==> config.mk <==
export PLATFORM = sky130hd
export DESIGN_NAME = control_sequencer
export DESIGN_NICKNAME = d
export VERILOG_FILES = /design/src/rtl/control_sequencer.sv
export SDC_FILE = /design/constraint.sdc
export NUM_CORES = 1
export LEC_CHECK = 0
export CAP_MARGIN = 20
export CORE_ASPECT_RATIO = 1.4
export CORE_MARGIN = 3
export CORE_UTILIZATION = 27
export CTS_CLUSTER_SIZE = 28
export DETAILED_ROUTE_END_ITERATION = 6
export PLACE_DENSITY_LB_ADDON = 0.12
export SKIP_LAST_GASP = 1
export SLEW_MARGIN = 20
export SYNTH_ARGS = -nofsm -noshare
export SYNTH_HDL_FRONTEND = slang
export SYNTH_SLANG_ARGS = --single-unit
export TNS_END_PERCENT = 1
==> constraint.sdc <==
create_clock -name Clock -period 1.65 [get_ports Clock]
set_input_delay 0.2475 -clock Clock [delete_from_list [all_inputs] [get_ports Clock]]
set_output_delay 0.2475 -clock Clock [all_outputs]
set_load 0.02 [all_outputs]
==> src/rtl/control_sequencer.sv <==
// Hardwired control sequencer: fetch T0-T2 then per-class execute steps decoded from IR[31:27].
// Optional CONTROL_SEQUENCER_MEM_WAIT_EN adds Mem_ready and stretches Read/Write steps until ready.
//
// state    | meaning
// ---------+-----------------------------------------------------------
// ST_RESET | held in reset, all strobes low, Run=0
// ST_T0    | fetch: PC to MAR, PC+1 into Z
// ST_T1    | fetch: Z to PC, memory read into MDR
// ST_T2    | fetch: MDR to IR
// ST_T3    | first execute step, decoded from the op in IR
// ST_T4    | second execute step
// ST_T5    | third execute step (last for R-type / immediate / ldi)
// ST_T6    | ld read, st data stage, branch conditional PC load
// ST_T7    | ld write-back, st memory write
// ST_HALT  | stopped; only Reset leaves this state
module control_sequencer #(
    parameter logic [4:0] ADD_OP = 5'b00011,
    parameter logic [4:0] AND_OP = 5'b00101,
    parameter logic [4:0] OR_OP  = 5'b00110
) (
    input  logic        Clock,
    input  logic        Reset,
    input  logic        Stop,
    input  logic [31:0] IR,
    input  logic        CON_FF,
`ifdef CONTROL_SEQUENCER_MEM_WAIT_EN
    input  logic        Mem_ready,
`endif
    output logic        PCout,
    output logic        Zhighout,
    output logic        Zlowout,
    output logic        MDRout,
    output logic        HIout,
    output logic        LOout,
    output logic        BAout,
    output logic        InPortout,
    output logic        Cout,
    output logic        MARin,
    output logic        Zin,
    output logic        PCin,
    output logic        MDRin,
    output logic        IRin,
    output logic        Yin,
    output logic        HIin,
    output logic        LOin,
    output logic        OutPortin,
    output logic        CONin,
    output logic        Gra,
    output logic        Grb,
    output logic        Grc,
    output logic        Rin,
    output logic        Rout,
    output logic        IncPC,
    output logic        Read,
    output logic        Write,
    output logic [4:0]  alu_op,
    output logic        Run
);

    localparam logic [4:0] OP_LD   = 5'b00000;
    localparam logic [4:0] OP_LDI  = 5'b00001;
    localparam logic [4:0] OP_ST   = 5'b00010;
    localparam logic [4:0] OP_ADDI = 5'b01100;
    localparam logic [4:0] OP_ANDI = 5'b01101;
    localparam logic [4:0] OP_ORI  = 5'b01110;
    localparam logic [4:0] OP_BR   = 5'b10010;
    localparam logic [4:0] OP_IN   = 5'b10101;
    localparam logic [4:0] OP_OUT  = 5'b10110;
    localparam logic [4:0] OP_MFHI = 5'b10111;
    localparam logic [4:0] OP_MFLO = 5'b11000;
    localparam logic [4:0] OP_HALT = 5'b11010;

    typedef enum logic [3:0] {
        ST_RESET, ST_T0, ST_T1, ST_T2, ST_T3, ST_T4, ST_T5, ST_T6, ST_T7, ST_HALT
    } state_t;

    state_t     state;
    state_t     state_nxt;
    logic [4:0] op;
    logic       is_rtype;
    logic       is_imm;
    logic       is_ld;
    logic       is_ldi;
    logic       is_st;
    logic       is_br;
    logic       is_addr;
    logic       is_long;
    logic       mem_ok;
    logic       unused_ir;

    assign op        = IR[31:27];
    assign unused_ir = ^IR[26:0];

    assign is_rtype = (op >= 5'b00011) && (op <= 5'b01011);
    assign is_imm   = (op == OP_ADDI) || (op == OP_ANDI) || (op == OP_ORI);
    assign is_ld    = (op == OP_LD);
    assign is_ldi   = (op == OP_LDI);
    assign is_st    = (op == OP_ST);
    assign is_br    = (op == OP_BR);
    assign is_addr  = is_ld || is_ldi || is_st;
    assign is_long  = is_rtype || is_imm || is_addr || is_br;

`ifdef CONTROL_SEQUENCER_MEM_WAIT_EN
    assign mem_ok = Mem_ready;
`else
    assign mem_ok = 1'b1;
`endif

    always_ff @(posedge Clock) begin
        if (Reset) begin
            state <= ST_RESET;
        end else begin
            state <= state_nxt;
        end
    end

    always_comb begin
        state_nxt = state;
        case (state)
            ST_RESET: state_nxt = ST_T0;
            ST_T0:    state_nxt = Stop ? ST_HALT : ST_T1;
            ST_T1:    if (mem_ok) state_nxt = ST_T2;
            ST_T2:    state_nxt = ST_T3;
            ST_T3: begin
                if (op == OP_HALT)  state_nxt = ST_HALT;
                else if (is_long)   state_nxt = ST_T4;
                else                state_nxt = ST_T0;
            end
            ST_T4:    state_nxt = ST_T5;
            ST_T5:    state_nxt = (is_ld || is_st || is_br) ? ST_T6 : ST_T0;
            // ld holds T6 on its read; st's read-free T6 always advances
            ST_T6: begin
                if (is_ld)      state_nxt = mem_ok ? ST_T7 : ST_T6;
                else if (is_st) state_nxt = ST_T7;
                else            state_nxt = ST_T0;
            end
            ST_T7:    if (!is_st || mem_ok) state_nxt = ST_T0;
            ST_HALT:  state_nxt = ST_HALT;
            default:  state_nxt = ST_RESET;
        endcase
    end

    always_comb begin
        PCout = 1'b0; Zhighout = 1'b0; Zlowout = 1'b0; MDRout = 1'b0; HIout = 1'b0;
        LOout = 1'b0; BAout = 1'b0; InPortout = 1'b0; Cout = 1'b0;
        MARin = 1'b0; Zin = 1'b0; PCin = 1'b0; MDRin = 1'b0; IRin = 1'b0; Yin = 1'b0;
        HIin = 1'b0; LOin = 1'b0; OutPortin = 1'b0; CONin = 1'b0;
        Gra = 1'b0; Grb = 1'b0; Grc = 1'b0; Rin = 1'b0; Rout = 1'b0;
        IncPC = 1'b0; Read = 1'b0; Write = 1'b0;
        alu_op = 5'b00000;
        Run = (state != ST_RESET) && (state != ST_HALT);
        case (state)
            ST_T0: begin
                PCout = 1'b1; MARin = 1'b1; IncPC = 1'b1; Zin = 1'b1;
            end
            ST_T1: begin
                Zlowout = 1'b1; PCin = 1'b1; Read = 1'b1; MDRin = 1'b1;
            end
            ST_T2: begin
                MDRout = 1'b1; IRin = 1'b1;
            end
            ST_T3: begin
                if (is_rtype || is_imm) begin
                    Grb = 1'b1; Rout = 1'b1; Yin = 1'b1;
                end else if (is_addr) begin
                    Grb = 1'b1; BAout = 1'b1; Yin = 1'b1;
                end else if (is_br) begin
                    Gra = 1'b1; Rout = 1'b1; CONin = 1'b1;
                end else if (op == OP_IN) begin
                    InPortout = 1'b1; Gra = 1'b1; Rin = 1'b1;
                end else if (op == OP_OUT) begin
                    Gra = 1'b1; Rout = 1'b1; OutPortin = 1'b1;
                end else if (op == OP_MFHI) begin
                    HIout = 1'b1; Gra = 1'b1; Rin = 1'b1;
                end else if (op == OP_MFLO) begin
                    LOout = 1'b1; Gra = 1'b1; Rin = 1'b1;
                end
            end
            ST_T4: begin
                if (is_rtype) begin
                    Grc = 1'b1; Rout = 1'b1; Zin = 1'b1; alu_op = op;
                end else if (is_imm || is_addr) begin
                    Cout = 1'b1; Zin = 1'b1;
                    if (op == OP_ANDI)     alu_op = AND_OP;
                    else if (op == OP_ORI) alu_op = OR_OP;
                    else                   alu_op = ADD_OP;
                end else if (is_br) begin
                    PCout = 1'b1; Yin = 1'b1;
                end
            end
            ST_T5: begin
                if (is_rtype || is_imm || is_ldi) begin
                    Zlowout = 1'b1; Gra = 1'b1; Rin = 1'b1;
                end else if (is_ld || is_st) begin
                    Zlowout = 1'b1; MARin = 1'b1;
                end else if (is_br) begin
                    Cout = 1'b1; Zin = 1'b1; alu_op = ADD_OP;
                end
            end
            ST_T6: begin
                if (is_ld) begin
                    Read = 1'b1; MDRin = 1'b1;
                end else if (is_st) begin
                    Gra = 1'b1; Rout = 1'b1; MDRin = 1'b1;
                end else if (is_br && CON_FF) begin
                    Zlowout = 1'b1; PCin = 1'b1;
                end
            end
            ST_T7: begin
                if (is_ld) begin
                    MDRout = 1'b1; Gra = 1'b1; Rin = 1'b1;
                end else if (is_st) begin
                    Write = 1'b1;
                end
            end
            default: ;
        endcase
    end

endmodule
==> impl_metrics.toml <==
[die]
pin_count = 69
start_util_pct = 28.8
die-area_mm2 = 0.00381
core_area_mm2 = 0.00291
die_x_um = 53.0
die_h_um = 71.8
rows = 23

[clock_network]
cts_tree = "built"
cts_max_level = 1
insertion_delay_ns = 0.21
cts_sinks = 4
clk_root_buffer_cell = "clkbuf_8"
clkTransAtPathRegs_ns = 0.03
holdBufCountCts = 0
numCtsBuffers = 3
cts_buffer_depth = 2

[timing]
hold_viol_final = 0
finalCriticalPeriod_ns = 1.91
fmax_mhz = 525
finalWorstSetupSlack_ns = -0.256
period_share_pct = 115
fin_skew_ns = 0.00150
tns_ns = -5.80
rsz0062_at_grt = "yes"
drv_slew = 0
hold_ws_ns = 0.629
setup_violations = 29

[global_routing]
grt_pass1_vias = 1265
antenna_found_initial = 0
grt_pass1_wl_um = 5610
overflow = 0
grt_max_degree = 15
grt_use_total_pct = 19.1

[setup_path]
crit_path_start_kind = "input port"
cp_max_fo = 2
cp_cell_sequence = "buf_2, or4_4, or4_4, nand3b_1, buf_6"
r2r-start = "state[1]$_SDFF_PP0_"
crit_arrival_ns = 1.66
slowest_delay_ns = 0.54
slowest_stage = "or4_4"
end_kind = "primary output"
crit_type = "input port to primary output"
rr_endpoint = "state[3]$_SDFF_PP0_"
critPathMostFrequentCell = "or4_4"
rrSetupSlack_ns = 0.22
reg2reg_depth = 5
critical_path_required_ns = 1.40

[route]
vias_per_cell = 5.06
drc = 0
drtPass1Iterations = 4
antenna_left = 0
vias = 1275
wl_per_cell_um = 13.5
wl_um = 3400
drt_iter0_drc = 26

[placement]
io_buffers = 37
gp_congestion = 0.876
hpwl_um = 2720
dp_slack_ns = -0.968
place_area_mm2 = 0.00153
placed_cells = 247

[min_path]
hold_end = "state[1]$_SDFF_PP0_"
holdCritPathClass = "flop to flop"
min_path_cells = 2
hp-start = "state[3]$_SDFF_PP0_"

[cells_and_area]
fin_nets = 253
post-route-cell-area_mm2 = 0.00160
fin_util_pct = 55.0
final_cell_mix = "51 x buf_4, 19 x nor2_1, 13 x buf_2, 12 x a21oi_1"
fin_cells = 252
top_register = "state"
n_antenna_cell = 0
largest_reg_flops = 4
drive_above_1_share_pct = 47.9
mostFrequentLayoutCell = "buf_4"
area_growth_pct = 91.3
top_regs = "state x4"

[run_status]
outcome = "complete, but fails checks"
violations = "negative setup slack"

[power_and_ir_drop]
power.total_mw = 0.763
irDropWorstVdd_mv = 0.472
powerDensity_mw_per_mm2 = 477
p_leak_nw = 0.778

[synthesis]
ys_warn_count = 0
synth_cell_type_count = 39
synthCells = 140
yosysSeqAreaShare_pct = 9.58
avgSynthCellArea_um2 = 5.97
synth_seq_cells = 4
syn_area_um2 = 836

[run]
max_cap_violations = 0
where the power goes:
part / internal (mW) / switching [mW]
clock: 0.155 / 0.0465
sequential: 0.107 / 0.00510
combinational: 0.211 / 0.239
cell families after synthesis:
| family | after synthesis | synth area share, % |
|---|---|---|
| other cells | 1 | 0.449 |
| flops | 4 | 9.58 |
| mux | 1 | 1.35 |
| simple gates | 73 | 45.7 |
| compound gates | 39 | 29.5 |
| xor+xnor | 1 | 1.05 |
| buf+inv | 21 | 12.4 |
worst max-delay path: cells and delay by family:
kind	cells	cell delay [ns]
buf+inv	2	0.24
simple gates	3	1.17
timing repair:
action,in CTS,in global routing
resized for setup,144,7
pin swaps,5,0
setup endpoints to repair,32,29
buffers inserted,2,0
layer usage:
layer  part of all wire (%)  GRT usage (%)  routed length (um)  up-vias
li1                       -              -                   -      637
met1                     39           20.2                1320      606
met2                     56           37.4                1910       26
met3                    2.9           1.25                  97        6
met4                    2.0           6.53                  69        0
met5                      0              0                   0        -
final cells by class:
type,count,area (um2)
clock buffers,3,41.3
flip-flops and latches,4,80.1
inverters,6,22.5
repair buffers,84,653
multi-input cells,118,756
well taps,37,46.3
fillers,316,1310
worst max path at each step:
stage | depth (start not counted) | from | slack, ns | endpoint
floorplan | 3 | state[2]$_SDFF_PP0_ | -0.16 | Rin
global placement | 5 | IR[30] | -0.95 | Gra
detailed placement | 5 | IR[30] | -0.97 | Gra
CTS | 4 | state[1]$_SDFF_PP0_ | -0.27 | LOout
global route | 6 | state[3]$_SDFF_PP0_ | -0.33 | alu_op[0]
finish | 5 | IR[30] | -0.26 | Rout
cells in the mapped netlist:
library cell / count / area (um2)
a41o_1: 1 / 10.0
or4b_1: 1 / 10.0
and3_1: 6 / 37.5
a2bb2oi_1: 1 / 8.76
nor2_1: 21 / 78.8
or2_2: 4 / 25.0
clkbuf_1: 8 / 30.0
inv_1: 6 / 22.5
and2_1: 4 / 25.0
mux2_2: 1 / 11.3
or3_1: 2 / 12.5
nand3b_1: 2 / 15.0
nor4_1: 1 / 6.26
a221oi_1: 1 / 8.76
o31ai_1: 1 / 7.51
nor3_1: 6 / 30.0
nor2b_1: 3 / 18.8
or4_4: 2 / 22.5
nand3_1: 3 / 15.0
buf_6: 1 / 11.3
nand2_1: 11 / 41.3
dfxtp_1: 4 / 80.1
a21o_1: 1 / 7.51
buf_2: 2 / 10.0
a31oi_1: 1 / 6.26
xnor2_1: 1 / 8.76
o41ai_1: 1 / 8.76
o221a_2: 1 / 11.3
nand2b_1: 6 / 37.5
o22ai_1: 3 / 18.8
buf_4: 4 / 30.0
a32oi_1: 1 / 8.76
o21ai_0: 11 / 55.1
a21oi_1: 12 / 60.1
o32ai_1: 2 / 17.5
nor2_2: 1 / 6.26
conb_1: 1 / 3.75
a22oi_1: 1 / 7.51
a221o_1: 1 / 10.0
No activity file was read; power rests on OpenSTA's default activity.
